**src/rtl/multi_debounce_ctrl_pkg.sv**
```systemverilog
// Purpose: shared constants, event encoding and width helpers for the
//          multi-channel debounce controller and its round-robin arbiter.
// Contents: DEF_TICK_DIV / DEF_DB_TICKS defaults, evt_type_e (EVT_RISE /
//           EVT_FALL), clog2() and clog2w() (clog2 clamped to >= 1 bit).
package multi_debounce_ctrl_pkg;

    localparam int unsigned DEF_TICK_DIV = 50_000;
    localparam int unsigned DEF_DB_TICKS = 20;

    typedef enum logic {
        EVT_FALL = 1'b0,
        EVT_RISE = 1'b1
    } evt_type_e;

    // Smallest r with 2**r >= v.
    function automatic int unsigned clog2(input int unsigned v);
        int unsigned r;
        r = 0;
        for (int unsigned i = 0; i < 32; i++) begin
            if ((64'd1 << i) < 64'(v)) begin
                r = i + 1;
            end
        end
        return r;
    endfunction

    // Width helper: never returns 0 so vectors stay legal for v <= 1.
    function automatic int unsigned clog2w(input int unsigned v);
        return (clog2(v) == 0) ? 1 : clog2(v);
    endfunction

endpackage

```
**src/rtl/multi_debounce_ctrl_rr_arbiter.sv**
```systemverilog
// Purpose: reusable round-robin arbiter. Searches the request vector starting
//          at a rotating pointer; the pointer moves past the winner whenever
//          the consumer advances with a grant present.
// Ports:   clk, rst_n     clock, async active-low reset
//          i_req[N]       request vector
//          i_adv          consumer takes the current grant this cycle
//          o_gnt_vld_c    some request is granted (combinational)
//          o_gnt_oh_c[N]  one-hot grant (combinational)
//          o_gnt_idx_c    grant index (combinational)
module multi_debounce_ctrl_rr_arbiter
    import multi_debounce_ctrl_pkg::*;
#(
    parameter int unsigned N = 4
) (
    input  logic                   clk,
    input  logic                   rst_n,
    input  logic [N-1:0]           i_req,
    input  logic                   i_adv,
    output logic                   o_gnt_vld_c,
    output logic [N-1:0]           o_gnt_oh_c,
    output logic [clog2w(N)-1:0]   o_gnt_idx_c
);

    localparam int unsigned IDX_W = clog2w(N);

    logic [IDX_W-1:0] r_ptr;
    logic [2*N-1:0]   w_dbl;
    logic [N-1:0]     w_rot;
    logic             w_found;
    logic [IDX_W-1:0] w_off;
    logic [IDX_W:0]   w_sum;
    logic [IDX_W-1:0] w_idx;
    logic [IDX_W-1:0] w_nxt;

    // Rotate requests so bit 0 is the pointer position.
    assign w_dbl = {i_req, i_req};
    assign w_rot = w_dbl[r_ptr +: N];

    // Lowest set bit of the rotated vector is the winner's offset.
    always_comb begin
        w_found = 1'b0;
        w_off   = '0;
        for (int k = int'(N) - 1; k >= 0; k--) begin
            if (w_rot[k]) begin
                w_found = 1'b1;
                w_off   = IDX_W'(k);
            end
        end
    end

    // Undo the rotation modulo N.
    assign w_sum = {1'b0, r_ptr} + {1'b0, w_off};
    assign w_idx = (w_sum >= (IDX_W+1)'(N)) ? IDX_W'(w_sum - (IDX_W+1)'(N))
                                            : IDX_W'(w_sum);
    assign w_nxt = (w_idx == IDX_W'(N - 1)) ? '0 : w_idx + IDX_W'(1);

    assign o_gnt_vld_c = w_found;
    assign o_gnt_idx_c = w_idx;
    assign o_gnt_oh_c  = w_found ? (N'(1) << w_idx) : '0;

    // Pointer rests one past the last channel served.
    always_ff @(posedge clk or negedge rst_n) begin
        if (!rst_n) begin
            r_ptr <= '0;
        end else if (i_adv && w_found) begin
            r_ptr <= w_nxt;
        end
    end

endmodule

```
**src/rtl/multi_debounce_ctrl.sv**
```systemverilog
// Purpose: shared-timebase debounce controller. Raw inputs are synchronised,
//          filtered against a common prescaler tick, and accepted level
//          changes are queued as one pending press/release per channel, then
//          serialised round-robin onto a single valid/ready event port.
// Ports:   clk, rst_n               clock, async active-low reset
//          i_btn_raw[NUM_CH]        raw asynchronous inputs
//          o_level[NUM_CH]          debounced levels
//          o_evt_valid / i_evt_ready  event handshake
//          o_evt_ch, o_evt_rise     event channel and type (1 = press)
//          o_overrun[NUM_CH]        sticky lost-edge flags
//          i_ovr_clr                synchronous clear of o_overrun
module multi_debounce_ctrl
    import multi_debounce_ctrl_pkg::*;
#(
    parameter int unsigned NUM_CH   = 4,
    parameter int unsigned TICK_DIV = DEF_TICK_DIV,
    parameter int unsigned DB_TICKS = DEF_DB_TICKS
) (
    input  logic                      clk,
    input  logic                      rst_n,
    input  logic [NUM_CH-1:0]         i_btn_raw,
    output logic [NUM_CH-1:0]         o_level,
    output logic                      o_evt_valid,
    input  logic                      i_evt_ready,
    output logic [clog2w(NUM_CH)-1:0] o_evt_ch,
    output logic                      o_evt_rise,
    output logic [NUM_CH-1:0]         o_overrun,
    input  logic                      i_ovr_clr
);

    localparam int unsigned CH_W  = clog2w(NUM_CH);
    localparam int unsigned PRE_W = clog2w(TICK_DIV);
    localparam int unsigned CNT_W = clog2w(DB_TICKS);

    logic [NUM_CH-1:0] r_sync1;
    logic [NUM_CH-1:0] r_sync2;
    logic [PRE_W-1:0]  r_presc;
    logic              w_tick;
    logic              r_evt_valid;
    logic [CH_W-1:0]   r_evt_ch;
    logic              r_evt_rise;
    logic              w_load;
    logic [NUM_CH-1:0] w_level;
    logic [NUM_CH-1:0] w_pend;
    logic [NUM_CH-1:0] w_ptype;
    logic [NUM_CH-1:0] w_ovr;
    logic [NUM_CH-1:0] w_gnt_oh;
    logic              w_gnt_vld;
    logic [CH_W-1:0]   w_gnt_idx;

    // Two-flop synchroniser per channel.
    always_ff @(posedge clk or negedge rst_n) begin
        if (!rst_n) begin
            r_sync1 <= '0;
            r_sync2 <= '0;
        end else begin
            r_sync1 <= i_btn_raw;
            r_sync2 <= r_sync1;
        end
    end

    // Shared prescaler: one-cycle tick every TICK_DIV clocks.
    assign w_tick = (r_presc == PRE_W'(TICK_DIV - 1));

    always_ff @(posedge clk or negedge rst_n) begin
        if (!rst_n) begin
            r_presc <= '0;
        end else if (w_tick) begin
            r_presc <= '0;
        end else begin
            r_presc <= r_presc + PRE_W'(1);
        end
    end

    // Output register may take a new event when empty or being accepted.
    assign w_load = !r_evt_valid || i_evt_ready;

    multi_debounce_ctrl_rr_arbiter #(
        .N (NUM_CH)
    ) u_arb (
        .clk         (clk),
        .rst_n       (rst_n),
        .i_req       (w_pend),
        .i_adv       (w_load),
        .o_gnt_vld_c (w_gnt_vld),
        .o_gnt_oh_c  (w_gnt_oh),
        .o_gnt_idx_c (w_gnt_idx)
    );

    for (genvar g = 0; g < int'(NUM_CH); g++) begin : g_ch
        logic [CNT_W-1:0] r_cnt;
        logic             r_lvl;
        logic             r_pend;
        evt_type_e        r_ptype;
        logic             r_ovr;
        logic             w_dis;
        logic             w_post;
        logic             w_drain;

        assign w_dis   = r_sync2[g] ^ r_lvl;
        assign w_post  = w_dis && w_tick && (r_cnt == CNT_W'(DB_TICKS - 1));
        assign w_drain = w_load && w_gnt_oh[g];

        // Filter: any agreement with the current level restarts the count.
        always_ff @(posedge clk or negedge rst_n) begin
            if (!rst_n) begin
                r_cnt <= '0;
                r_lvl <= 1'b0;
            end else if (!w_dis) begin
                r_cnt <= '0;
            end else if (w_post) begin
                r_lvl <= r_sync2[g];
                r_cnt <= '0;
            end else if (w_tick) begin
                r_cnt <= r_cnt + CNT_W'(1);
            end
        end

        // Pending slot: a second undelivered edge cancels the first.
        always_ff @(posedge clk or negedge rst_n) begin
            if (!rst_n) begin
                r_pend  <= 1'b0;
                r_ptype <= EVT_FALL;
            end else if (w_post) begin
                if (!r_pend || w_drain) begin
                    r_pend  <= 1'b1;
                    r_ptype <= evt_type_e'(r_sync2[g]);
                end else begin
                    r_pend  <= 1'b0;
                end
            end else if (w_drain) begin
                r_pend <= 1'b0;
            end
        end

        // Sticky overrun; a new loss beats a simultaneous clear.
        always_ff @(posedge clk or negedge rst_n) begin
            if (!rst_n) begin
                r_ovr <= 1'b0;
            end else if (w_post && r_pend && !w_drain) begin
                r_ovr <= 1'b1;
            end else if (i_ovr_clr) begin
                r_ovr <= 1'b0;
            end
        end

        assign w_level[g] = r_lvl;
        assign w_pend[g]  = r_pend;
        assign w_ptype[g] = (r_ptype == EVT_RISE);
        assign w_ovr[g]   = r_ovr;
    end

    // Event output register; holds steady while stalled.
    always_ff @(posedge clk or negedge rst_n) begin
        if (!rst_n) begin
            r_evt_valid <= 1'b0;
            r_evt_ch    <= '0;
            r_evt_rise  <= 1'b0;
        end else if (w_load) begin
            r_evt_valid <= w_gnt_vld;
            if (w_gnt_vld) begin
                r_evt_ch   <= w_gnt_idx;
                r_evt_rise <= |(w_ptype & w_gnt_oh);
            end
        end
    end

    assign o_level     = w_level;
    assign o_evt_valid = r_evt_valid;
    assign o_evt_ch    = r_evt_ch;
    assign o_evt_rise  = r_evt_rise;
    assign o_overrun   = w_ovr;

endmodule

```
**config.mk**
```make
export PLATFORM = sky130hd
export DESIGN_NAME = multi_debounce_ctrl
export DESIGN_NICKNAME = d
export VERILOG_FILES = /design/src/rtl/multi_debounce_ctrl_pkg.sv /design/src/rtl/multi_debounce_ctrl_rr_arbiter.sv /design/src/rtl/multi_debounce_ctrl.sv
export SDC_FILE = /design/constraint.sdc
export NUM_CORES = 1
export LEC_CHECK = 0
export BUFFER_PORTS_ARGS = -buffer_cell sky130_fd_sc_hd__buf_2
export CAP_MARGIN = 25
export CORE_ASPECT_RATIO = 0.75
export CORE_MARGIN = 2
export CORE_UTILIZATION = 61
export CTS_BUF_LIST = sky130_fd_sc_hd__clkbuf_16
export DETAILED_ROUTE_END_ITERATION = 10
export HOLD_SLACK_MARGIN = 0.1
export PLACE_DENSITY = 0.8
export SYNTH_ARGS = -nofsm -noshare
export SYNTH_HDL_FRONTEND = slang
export SYNTH_HIERARCHICAL = 1
export SYNTH_SLANG_ARGS = --single-unit
```
**constraint.sdc**
```tcl
create_clock -name clk -period 2.9 [get_ports clk]
set_input_delay 0.58 -clock clk [delete_from_list [all_inputs] [get_ports clk]]
set_output_delay 0.58 -clock clk [all_outputs]
set_load 0.05 [all_outputs]
```
==> summary.txt <==
STA
  • Setup TNS: 0 ns
  • Slew Limit Fails: 0
  • Clk_skew: 0.00613 ns
  • Min Clock Period, post-route: roughly 2.8 ns
  • Worst-margin pin slew: 0.667 ns
  • Fmax: around 360 MHz
  • RSZ-0062 raised after global routing: false
  • Hold Slack: ~0.27 ns
  • Final Cycle Share: a little over nine tenths
  • Slew margin rel.: 55.0%
  • Final Hold Viols: 0
  • Final setup viols: 0

Logic synthesis
  • Syn nets: 354
  • Post-synth EDFFs: 0
  • Area leader, netlist: dfrtp_1
  • Async set-reset flop share out of synthesis: 100%
  • Post-Syn Area per Cell: 10.3 µm²
  • Synth top cells by count: dfrtp_1, nand2_1, a21oi_1
  • Top FF cell, synth: dfrtp_1
  • Syn Inst Count: 339
  • Cell variety after synth: 54
  • Most common cell in the netlist: dfrtp_1
  • Sequential-to-total area share from yosys stat: 47.5%
  • Top cells by area, synth: dfrtp_1, nand2_1, mux2i_1
  • Syn. warnings: 6
  • Post-Syn Area: 3480 µm²
  • Synth top area share: between 40 and 50%
  • Seq cells post-synth: 66

Floorplan
  • Initial Util: about 64%
  • Die Y: slightly below 70 µm
  • Core Rows: 23
  • Die W: roughly 91 µm
  • Core Area: 5410 µm²
  • I/O pins: 20
  • Die Area: 6320 µm²

Clock network
  • Num Clock Sinks: 66
  • Clock buffer depth: 2
  • Cts hold-fix bufs: 0
  • Clock buffers created by TritonCTS: 9
  • CTS tree: done
  • CTS H-tree lvls: 3
  • Root buffer cell: clkbuf_16
  • CTS clk-pin slew, worst paths: 0.06 ns
  • Worst skew pair latency: 0.33 ns

Placed design
  • GPL Wtd Cong: 0.793
  • Port bufs: 19
  • Final HPWL DP: 4660 µm

Power
  • Leak: 1.68 nW
  • Power per standard cell area: 699 nW/µm²
  • Worst vdd ir: 345 µV

Status
  • Status: finished, final reports clean

Critical path
  • Worst EP required: 3.11 ns
  • Max FO, Critical Path: 8
  • CP Launch Type: register
  • WP data arrival: 2.98 ns
  • CP endpoint kind: register
  • Setup Crit Path Kind: register to register

Routing
  • DRT Wirelength: 7110 µm
  • Drt pass-1 iters: 5
  • Mean number of vias per cell: 6.11
  • WL/cell: 16.3 µm
  • Via count: 2672
  • First DRT Iteration DRCs: around 170
  • DRC Markers: 0
  • Final ANT Viol Nets: 0

Finish
  • Fill cells: 400
  • Synth-to-layout area growth: 12.5%
  • Ant diodes: 0
  • Fraction of layout cells with a size suffix above 1: 16.3%
  • Nets: 372

Global route
  • GR Overflow Total: 0
  • Vias in the first global route: 2593
  • First-pass GRT wire length: around 12000 µm
  • All-Layer GR Usage: between 20 and 25%
  • Largest net degree at the start of global routing: 40
  • Initial antenna violation count: 0

Worst hold path
  • Worst min-delay path class: input port to asynchronous set/reset pin

Run
  • Max_cap viols: 0
final timing paths:
| check | startpoint | end | slack [ns] | cells after the start |
|---|---|---|---|---|
| min | rst_n | r_sync2[0] | 0.27 | 1 |
| min reg2reg | r_sync1[3] | r_sync2[3] | 0.35 | 0 |
| max | u_arb/r_ptr[1] | g_ch[0].r_ptype | 0.13 | 14 |
| max reg2reg | u_arb/r_ptr[1] | g_ch[0].r_ptype | 0.13 | 14 |
| max in group asynchronous | rst_n | g_ch[2].r_pend | 1.98 | 2 |
| min in group clk | r_sync1[3] | r_sync2[3] | 0.35 | 0 |
stage by stage:
stage          cell area, µm²  setup WS, ns  power [mW]  util [%]  std cells
2_1_floorplan            3480         0.273        1.50         -        339
3_3_place_gp             3600         0.319        1.62      66.5        421
3_5_place_dp             3600         0.177        1.64      66.5        421
4_1_cts                  3900        0.0527        2.73      72.1        437
5_1_grt                  3910       0.00225        2.85      72.3        437
6_report                 3910         0.125        2.73      72.3        437
sequential cells by signal, indices dropped and copies added, names as in the netlist:
name / flops
r_presc: 16
g_ch.r_pend: 4
r_sync1: 4
u_arb/r_ptr: 2
g_ch.r_ptype: 4
g_ch.r_lvl: 4
g_ch.r_cnt: 20
o_evt_rise: 1
o_evt_ch: 2
r_sync2: 4
g_ch.r_ovr: 4
o_evt_valid: 1
report_power, final:
| group | internal [mW] | leakage [nW] | total (mW) | switching, mW |
|---|---|---|---|---|
| clock network | 0.670 | 0.142 | 1.08 | 0.412 |
| registers | 0.973 | 0.875 | 1.03 | 0.0620 |
| logic | 0.248 | 0.667 | 0.618 | 0.370 |
cell families (layout without fill, tap and decap cells):
family,after synthesis,in the layout,share of synthesized area [%]
AND/OR/NAND/NOR,130,130,21.2
flip-flops,66,66,47.5
AO/OA/AOI/OAI,61,61,11.7
buffers and inverters,33,56,5.54
XOR/XNOR,23,23,5.80
multiplexers,19,19,5.72
adder cells (fa/ha/maj),7,7,2.52
cell usage in the layout (no fill, tap or decap), types with 6 or more instances in the layout:
cell       count
inv_1         14
ha_1           7
nor2_1        18
dfrtp_1       63
nand4_1        8
mux2i_1       10
xor2_1        11
nand2_1       35
clkbuf_16      9
nor2b_1        6
nand3_1       14
o21ai_0       13
nand3b_1       6
a21oi_1       20
buf_2         19
xnor2_1       12
buf_4          6
mux2_2         6
or3_1         10
critical path, cell delays in order (launching register included):
cell and delay [ns]:
dfrtp_2 0.47, nand2_1 0.11, a2bb2oi_1 0.07, o221ai_1 0.24, o21a_1 0.19, ha_1 0.20
xor2_1 0.23, buf_4 0.16, nand2_1 0.07, mux2i_1 0.15, inv_1 0.09, o21ai_0 0.25
buf_4 0.19, a41o_1 0.17, a21oi_1 0.06
routing by layer:
metal	GRT usage, %	wire (µm)
met2	36.0	3300
met1	33.9	3310
met4	10.3	142
met5	0	0
met3	6.30	359
final cells by class:
type | count | area [µm²] | area share, %
Tap cell | 75 | 93.8 | 2.40
Timing Repair Buffer | 26 | 160 | 4.09
Inverter | 14 | 52.6 | 1.34
Multi-Input combinational cell | 240 | 1650 | 42.1
Clock buffer | 9 | 225 | 5.76
Sequential cell | 66 | 1660 | 42.3
Clock inverter | 7 | 76.3 | 1.95
timing repair:
item / CTS / global route
buffers inserted: 0 / 0
hold endpoints to repair: 0 / 0
resized for setup: 0 / 6
endpoints found under the setup margin: 0 / 4
Note: power is estimated with default switching activity, not from simulation.
